--- src/rtl/rwl_driver.sv ---
// Read-word-line driver: serializes one bit of 8 words onto an active-low RWL bank.
// Optional RWLDRV_GATE_EN adds rwl_en; when low both banks are held deasserted.
module rwl_driver #(
  parameter int NROW  = 8,
  parameter int WBITS = 24,
  parameter int HBITS = 12
) (
  input  logic                  clk,
  input  logic                  rst_n,
  input  logic [NROW*WBITS-1:0] xin0,
  input  logic [5:0]            sel,
  input  logic                  cima,
  input  logic                  inwidth,
`ifdef RWLDRV_GATE_EN
  input  logic                  rwl_en,
`endif
  output logic [NROW-1:0]       rwlb_row0,
  output logic [NROW-1:0]       rwlb_row1
);

  localparam int BW = $clog2(WBITS);

  logic [5:0]      w_top;
  logic [5:0]      w_bidx;
  logic            w_valid;
  logic            w_en;
  logic [NROW-1:0] w_s;
  logic [NROW-1:0] r_row0;
  logic [NROW-1:0] r_row1;

  assign w_top   = inwidth ? 6'(WBITS-1) : 6'(HBITS-1);
  assign w_bidx  = w_top - sel;
  assign w_valid = (sel <= w_top);

`ifdef RWLDRV_GATE_EN
  assign w_en = rwl_en;
`else
  assign w_en = 1'b1;
`endif

  always_comb begin
    w_s = '0;
    for (int i = 0; i < NROW; i++) begin
      w_s[i] = xin0[i*WBITS + int'(w_bidx[BW-1:0])];
    end
  end

  // Inactive bank is always all-ones; out-of-range sel idles both.
  always_ff @(posedge clk) begin
    if (!rst_n) begin
      r_row0 <= '1;
      r_row1 <= '1;
    end else if (!w_en || !w_valid) begin
      r_row0 <= '1;
      r_row1 <= '1;
    end else if (cima) begin
      r_row0 <= '1;
      r_row1 <= ~w_s;
    end else begin
      r_row0 <= ~w_s;
      r_row1 <= '1;
    end
  end

  assign rwlb_row0 = r_row0;
  assign rwlb_row1 = r_row1;

endmodule

--- config.mk ---
export PLATFORM = sky130hd
export DESIGN_NAME = rwl_driver
export DESIGN_NICKNAME = d
export VERILOG_FILES = /design/src/rtl/rwl_driver.sv
export SDC_FILE = /design/constraint.sdc
export NUM_CORES = 1
export LEC_CHECK = 0
export CORE_UTILIZATION = 35
export DETAILED_ROUTE_END_ITERATION = 12
export HOLD_SLACK_MARGIN = 0.05
export PLACE_DENSITY = 0.9
export SLEW_MARGIN = 20
export SYNTH_ARGS = -nofsm -noshare
export SYNTH_HDL_FRONTEND = slang
export SYNTH_SLANG_ARGS = --single-unit
--- constraint.sdc ---
create_clock -name clk -period 5.6 [get_ports clk]
set_input_delay 1.68 -clock clk [delete_from_list [all_inputs] [get_ports clk]]
set_output_delay 1.68 -clock clk [all_outputs]
set_load 0.01 [all_outputs]
Word-level counts from Yosys, hierarchy flattened
Cells that the tools add are included.
{"block": "totals", "wordCells": 48, "inputBits": 202, "out_inout_bits": 16, "register_bits": 16}
{"block": "classes", "n_mux": 24, "bitwise": 3, "reduce_logical": 2, "addsub": 8, "order_cmp": 9}
{"operator": "binary-select mux 1 bit (select 8 bit)", "count": 7}
{"operator": "less-than comparator 8 x 9 -> 1 bit, second input constant", "count": 3}
{"operator": "adder 7 x 5 -> 8 bit, first input constant", "count": 3}
{"operator": "adder 8 x 5 -> 9 bit, first input constant", "count": 2}
{"operator": "less-than comparator 9 bit, second input constant", "count": 2}
{"operator": "2-to-1 mux 1 bit", "count": 15}
{"operator": "less-than comparator 5 x 9 -> 1 bit, second input constant", "count": 1}
{"operator": "less-than comparator 6 x 9 -> 1 bit, second input constant", "count": 1}
{"operator": "less-than comparator 7 x 9 -> 1 bit, second input constant", "count": 1}
{"operator": "NOT 8 bit", "count": 1}
{"operator": "adder 6 x 5 -> 7 bit, first input constant", "count": 1}
{"operator": "adder 5 x 5 -> 6 bit, first input constant", "count": 1}
{"operator": "less-or-equal comparator 6 x 5 -> 1 bit", "count": 1}
{"operator": "binary-select mux 1 bit (select 5 bit)", "count": 1}
{"operator": "2-to-1 mux 5 bit", "count": 1}
{"operator": "subtractor 5 bit", "count": 1}
{"operator": "AND reduction 3 bit", "count": 1}
{"operator": "OR reduction 3 bit", "count": 1}
{"operator": "NOT 1 bit", "count": 2}

Depth between registers and ports, before layout
Gate-level depths: netlist of the first run.
{"block": "logic_depth", "depth_word": 7, "depth_mapped": 12, "depth_no_buf": 11}

Worst setup path after synthesis of the first run
Ideal clock, no wire load.
{"block": "synth_timing", "kind": "input-to-reg", "startpoint": "input inwidth", "endpoint": "register r_row0[3] (netlist: rwlb_row0[3])", "required_time_ns": 5.464, "n_path_buf": 2, "setup_time_ns": 0.136, "stages": 11, "t_arrival_ns": 4.055, "path_slack_ns": 1.410, "path_cell_list": "inv_1 > ha_1 > fa_1 > xor2_1 > inv_1 > clkbuf_1 > ha_1 > clkbuf_1 > and4_1 > nor4_1 > nand3_1"}
{"block": "synth_between", "elab_chain_cells": 7, "word_cells_on_any_way": 10, "classes_between": "add/sub (2); order compare (1); mux (4); bitwise (2); reduce/logical (1)"}
{"element": "start, declared", "line": "13", "text": "input logic inwidth,"}
{"element": "2-to-1 mux 5 bit (*)", "line": "31", "text": "assign w_top = inwidth ? 6'(WBITS-1) : 6'(HBITS-1);"}
{"element": "subtractor 5 bit", "line": "32", "text": "assign w_bidx = w_top - sel;"}
{"element": "adder 7 x 5 -> 8 bit", "line": "44", "text": "w_s[i] = xin0[i*WBITS + int'(w_bidx[BW-1:0])];"}
{"element": "binary-select mux 1 bit (select 8 bit)", "line": "44"}
{"element": "2-to-1 mux 1 bit (implied by the code) (2 in a row)", "line": "44"}
{"element": "NOT 8 bit", "line": "60", "text": "r_row0 <= ~w_s;"}
{"element": "end signal, assigned", "line": "60"}
{"element": "end, declared", "line": "28", "text": "logic [NROW-1:0] r_row0;"}
Mark *: on every way between the ends. The rest lies on a longest branch, timed or not. The select of a mux whose other input is x is not followed.
A chain may end at the register's enable or synchronous reset.

Worst setup path in the final report of the first run
{"block": "layout_timing", "startpoint": "input inwidth", "endpoint": "register r_row1[1] (netlist: rwlb_row1[1])"}
{"block": "layout_between", "elab_chain_cells": 7, "word_cells_on_any_way": 9, "classes_between": "add/sub (2); order compare (1); mux (4); bitwise (1); reduce/logical (1)"}
{"element": "2-to-1 mux 5 bit (*)", "line": "31"}
{"element": "subtractor 5 bit", "line": "32"}
{"element": "adder 5 x 5 -> 6 bit", "line": "44"}
{"element": "binary-select mux 1 bit (select 8 bit)", "line": "44"}
{"element": "2-to-1 mux 1 bit (implied by the code) (2 in a row)", "line": "44"}
{"element": "NOT 8 bit", "line": "58", "text": "r_row1 <= ~w_s;"}
{"element": "end signal, assigned", "line": "58"}
{"element": "end, declared", "line": "29", "text": "logic [NROW-1:0] r_row1;"}
Marks and branches as above.

==> summary.md, run 1 <==
| Metric | Value |
|---|---|
| GRT Resource Usage Total | 0.2364 |
| DRC | 0 |
| Number of clock sinks | 16 |
| Most frequent cells in the layout | 215 x clkdlybuf4s50_1, 36 x mux2i_1, 27 x mux4_2, 25 x nand2_1, 16 x dfxtp_1 |
| Mean post-synth cell area | 10.86 sq um |
| RePlAce Congestion | roughly 0.86 |
| Setup TNS | 0 ns |
| Class of the worst hold path | input port to register |
| CP Launch Type | input port |
| CP most frequent cell | ha_1 |
| Layout cells sized above 1 | 0.1101 |
| Synth Net Count | 438 |
| Bufs and invs on worst path | 3 |
| Unique masters post-synth | 45 |
| Synth Area in Adders | 0.03825 |
| Max_slew headroom | 0.3508 |
| CTS Buf Count | 3 |
| Core Region | around 6800 sq um |
| CP top delay family | adder cells |
| Fillcell total | 529 |
| Top FF cell, synth | dfxtp_1 |
| Vias in the first global route | 2916 |
| Global-route wire length before repair | approximately 14000 microns |
| Peak supply drop | roughly 0.091 mV |
| Final nets | roughly 650 |
| Count of input and output buffers | approximately 220 |
| DRT Pass-1 Iters | 5 |
| Initial core utilization | 0.3639 |
| Post-Syn Instances | ~230 |
| Area share of the largest cell type after synthesis | 0.2446 |
| Drt initial violations | 292 |
| Pins Over Slew Limit | 0 |
| Hold Buf Count CTS | 0 |
| RSZ-0062 raised after global routing | false |
| Post_cts resized | 0 |
| Post-CTS setup buffers | 0 |
| Register area | approximately 320 sq um |
| Post-synth ARST share | 0 |
| Cell Area, Synth | 2486 sq um |
| Hold slack | 2.154 ns |
| Worst slew pin tran | approximately 0.97 ns |
| Die area | 7444 sq um |
| ANT nets after route | 0 |
| Ant diodes | 0 |
| Crit-path cells | clkdlybuf4s50_1 -> inv_1 -> ha_1 -> fa_1 -> clkinv_1 -> ha_1 -> nand2_1 -> o311ai_0 -> o21ai_0 |
| Worst path max stage delay | ~0.67 ns |
| Footprint of the multi-input gates | around 2000 sq um |
| Part of the cycle the worst path needs | 0.8389 |
| Pwr dens | roughly 130 nW/um^2 |
| Grt ovf | 0 |
| H-tree depth | 1 |
| Leakage Power | between 0.0015 and 0.002 uW |
| Ranking of synthesized cells by area | mux4_2 24%, mux2i_1 14%, dfxtp_1 13% |
| Die width | 86.28 microns |
| Worst endpoint required time | 5.69 ns |
| CTS root buffer | clkbuf_8 |
| Seq/Total Area, Yosys | 0.1288 |
| Via Count | 2888 |
| Yosys reg bits | 16 |
| Max frequency | roughly 210 MHz |
| Combinational family with the most area after synthesis | multiplexers |
| Slowest CP cell | ha_1 |
| Vias per cell | approximately 5.4 |
| Commonest non-fill, non-tap cell in the layout | clkdlybuf4s50_1 |
| CTS tree | done |
| Maximum fanout along the worst path | 16 |
| CP arrival | around 4.8 ns |
| Initial antenna violation count | 0 |
| Final Core Density | 0.6899 |
| Routed length per instance | ~17 microns |
| Die Y-Extent | between 80 and 90 microns |
| CTS max path bufs | 2 |
| CP Capture Type | register |
| Status | finished, final reports clean |
| Reg clk slew, reported paths | 0.06 ns |
| Synth Area in Simple Gates | 0.1263 |
| Endpoints failing setup | 0 |
| Area added between synthesis and finish | 89.58% |
| Routed WL | ~9300 microns |
| Multiplexer area fraction after synthesis | 0.5315 |
| EDFF count, synth | 0 |
| Hpwl dp | 8076 microns |
| Post-Synth XOR/XNOR Area | 0.003523 |
| Site row count | 30 |
| Yosys warns | 0 |
| Hold Fails Final Rpt | 0 |
| Setup CP Type | input port to register |
| # IOs | 218 |
| Min Tclk post-route | roughly 4.7 ns |
| Yosys top cell by area | mux4_2 |
| Post-synthesis compound-gate area fraction | 0.1047 |
| Largest net degree at the start of global routing | 37 |
| Max-cap violation count | 0 |
[metrics by stage]
stage / setup slack (ns) / area (sq um) / total power (uW) / cells
2_1_floorplan: 1.410 / 2486 / 341.2 / 229
3_3_place_gp: 0.8323 / 4658 / 523.9 / 528
3_5_place_dp: 0.7272 / 4658 / 533.2 / 528
4_1_cts: 0.9581 / 4713 / 633.2 / 532
5_1_grt: 0.6386 / 4713 / 668.4 / 532
6_report: 0.9020 / 4713 / 633.1 / 532
[logic make-up after synthesis]
kind of cell | Yosys count
multiplexers | 81
AND/OR/NAND/NOR | 63
AO/OA/AOI/OAI | 37
buffers and inverters | 24
flip-flops | 16
adder cells (fa/ha/maj) | 7
XOR/XNOR | 1
[final timing paths]
path / endpoint / start / cells past startpoint
worst max-delay path: rwlb_row1[1]$_SDFF_PN1_ / inwidth / 9
worst min-delay path: rwlb_row0[7]$_SDFF_PP1_ / cima / 3
[per-layer routing]
layer,global-route usage,wire (microns)
met5,0,0
met4,0.05909,154
met2,0.4524,5107
met3,0.03143,666
met1,0.2766,3340
[worst min-delay path, stage by stage]
cell	delay [ns]
clkdlybuf4s50_1	0.47
nor2_1	0.13
nand2_1	0.08
[sequential cells by signal, summed over array words and instances (netlist names)]
| register | flops |
|---|---|
| rwlb_row0 | 8 |
| rwlb_row1 | 8 |
[final cells by class]
class / instances / area share
inverters: 5 / 0.003982
repair buffers: 222 / 0.4667
clock buffers: 4 / 0.01168
multi-input cells: 189 / 0.4242
well taps: 96 / 0.02548
flip-flops and latches: 16 / 0.06796
[synthesized netlist by cell type (2+ instances only)]
master,instances
inv_1,4
o22ai_1,2
mux2i_1,36
buf_6,4
a22oi_1,10
a31o_2,2
a21o_1,2
clkbuf_1,4
buf_4,5
nand2b_1,2
and4_1,3
buf_2,4
nor2b_1,7
nand2_1,25
ha_1,6
o21ai_0,5
nor4_1,2
and2_1,2
mux4_1,10
nor2_1,6
mux2_2,8
nand4_1,2
o211ai_1,3
dfxtp_1,16
a21oi_1,5
nand3_1,9
mux4_2,27
[report_power, final]
part	leakage, uW	switching, uW	internal [uW]	total [uW]
clock network	0.0000288	36.7	62.2	98.9
logic	0.00167	161	252	413
registers	0.000130	1.53	120	121
total	0.00183	199	434	633
No activity file was read; power rests on OpenSTA's default activity.
==> run 2: changes to the inputs <==
--- a/config.mk
+++ b/config.mk
@@ -5,10 +5,10 @@
 export SDC_FILE = /design/constraint.sdc
 export NUM_CORES = 1
 export LEC_CHECK = 0
-export CORE_UTILIZATION = 35
+export CORE_UTILIZATION = 29
 export DETAILED_ROUTE_END_ITERATION = 12
 export HOLD_SLACK_MARGIN = 0.05
-export PLACE_DENSITY = 0.9
+export PLACE_DENSITY = 0.8
 export SLEW_MARGIN = 20
 export SYNTH_ARGS = -nofsm -noshare
 export SYNTH_HDL_FRONTEND = slang
==> constraint.sdc (replaced) <==
create_clock -name clk -period 4.02 [get_ports clk]
set_input_delay 1.206 -clock clk [delete_from_list [all_inputs] [get_ports clk]]
set_output_delay 1.206 -clock clk [all_outputs]
set_load 0.01 [all_outputs]
==> summary.md, run 2 (synthesis gave the netlist of run 1 again) <==
| Metric | Value |
|---|---|
| Worst slew pin tran | approximately 0.54 ns |
| Hpwl dp | between 8000 and 9000 microns |
| Crit. path cell count | 11 |
| PnR worst setup slack | approximately 0.26 ns |
| Die area | a little under 9000 sq um |
| Die width | about 95 microns |
| Setup crit end | rwlb_row0[3]$_SDFF_PP1_ |
| CP arrival | about 3.9 ns |
| Register share of total power | 0.188 |
| CP Capture Type | register |
| Placed inst area | 4750 sq um |
| Max-cap violation count | 0 |
| Commonest non-fill, non-tap cell in the layout | clkdlybuf4s50_1 |
| Setup TNS | 0 ns |
| Pins Over Slew Limit | 0 |
| CTS tree | done |
| Worst endpoint required time | 4.15 ns |
| H-tree depth | 1 |
| Routed WL | slightly below 10000 microns |
| Post_cts resized | 0 |
| Hold Path Depth | 5 |
| Count of input and output buffers | around 220 |
| Via Count | ~2900 |
| ANT nets after route | 0 |
| CP Launch Type | input port |
| Bufs and invs on worst path | 3 |
| GRT Resource Usage Total | 0.2110 |
| Pwr dens | between 150 and 200 nW/um^2 |
| Area added between synthesis and finish | 93.26% |
| Global-route wire length before repair | between 10000 and 15000 microns |
| Reg clk slew, reported paths | 0.06 ns |
| Part of the cycle the worst path needs | 0.9363 |
| Hold Buf Count CTS | 0 |
| Site row count | 33 |
| Core Region | slightly above 8000 sq um |
| Internal power | between 600 and 700 uW |
| RSZ-0062 raised after global routing | false |
| Crit-path cells | clkdlybuf4s50_1 -> inv_1 -> ha_1 -> fa_1 -> xor2_1 -> inv_1 -> ha_1 -> nor2_1 -> and3_1 -> nor4_1 -> nand3_1 |
| Clk network pwr share | 0.158 |
| Non-filler instance count after layout | 550 |
| Most frequent cells in the layout | 215 x clkdlybuf4s50_1, 36 x mux2i_1, 27 x mux4_2, 25 x nand2_1, 16 x dfxtp_1 |
| Setup slack after placement | a little under 0.03 ns |
| Endpoints failing setup | 0 |
| Status | finished, final reports clean |
| Total power draw | roughly 900 uW |
| Drt initial violations | 53 |
| Initial core utilization | 0.3011 |
| Worst Setup SP | inwidth |
| RePlAce Congestion | 0.9272 |
| Max frequency | 265.7 MHz |
| CP top delay family | adder cells |
| CTS root buffer | clkbuf_8 |
| Routed length per instance | between 15 and 20 microns |
| Initial antenna violation count | 0 |
| Post-Layout Inst Area | just under 5000 sq um |
| Largest net degree at the start of global routing | 37 |
| Max_slew headroom | 0.6397 |
| CTS max path bufs | 2 |
| Slowest CP cell | ha_1 |
| Number of clock sinks | 16 |
| CTS Buf Count | 3 |
| # IOs | roughly 220 |
| Total net switching power | between 200 and 300 uW |
| Vias per cell | 5.262 |
| Ant diodes | 0 |
| Placed cell count | 546 |
| DRT Pass-1 Iters | 4 |
| Hold Fails Final Rpt | 0 |
| Combinational share of power | 0.654 |
| Vias in the first global route | 3074 |
| Peak supply drop | between 0.1 and 0.15 mV |
| Post-CTS setup buffers | 0 |
| Class of the worst hold path | input port to register |
| Setup CP Type | input port to register |
| Grt ovf | 0 |
| Worst path max stage delay | 0.49 ns |
| Min Tclk post-route | about 3.8 ns |
| Leakage Power | between 0.0015 and 0.002 uW |
| Layout cells sized above 1 | 0.1281 |
| Die Y-Extent | 94.59 microns |
| Final nets | approximately 660 |
| Maximum fanout along the worst path | 12 |
| Net Sw Frac | 0.3148 |
| DRC | 0 |
==> run 2: area by class of cell <==
cell class	count	area [sq um]
Clock buffer	4	55.05
Tap cell	105	131.4
Timing Repair Buffer	231	2280
Sequential cell	16	320.3
Fill cell	715	3453
Inverter	5	18.77
Multi-Input combinational cell	189	1999
==> run 2: stage by stage <==
step	hold slack [ns]	util
6_report	1.704	0.5818
5_1_grt	1.727	0.5818
4_1_cts	1.701	0.5818
3_5_place_dp	1.945	0.5752
3_3_place_gp	1.944	0.5752
2_1_floorplan	1.372	-
==> run 2: worst min path at each step <==
stage / endpoint / from
floorplan: rwlb_row0[0]$_SDFF_PP1_ / cima
global placement: rwlb_row0[0] / rwlb_row0[0]$_SDFF_PP1_
detailed placement: rwlb_row1[4] / rwlb_row1[4]$_SDFF_PN1_
CTS: rwlb_row1[6]$_SDFF_PN1_ / cima
global route: rwlb_row0[7]$_SDFF_PP1_ / cima
finish: rwlb_row1[6]$_SDFF_PN1_ / cima
==> run 2: layer usage <==
layer / routed length, microns / up-vias / track usage / share of wire
li1: - / 1363 / - / -
met1: 3558 / 1373 / 0.2304 / 0.37
met2: 5291 / 135 / 0.4088 / 0.55
met3: 501 / 23 / 0.02818 / 0.052
met4: 259 / 0 / 0.07955 / 0.027
met5: 0 / - / 0 / 0
==> run 2: power by group through the flow <==
| stage | Sequential [uW] | Clock (uW) | Combinational, uW |
|---|---|---|---|
| after floorplan | 176 | 0 | 299 |
| after global placement | 173 | 0 | 580 |
| after detailed placement | 173 | 0 | 590 |
| after CTS | 169 | 145 | 592 |
| after global routing | 170 | 152 | 637 |
| final | 169 | 143 | 589 |
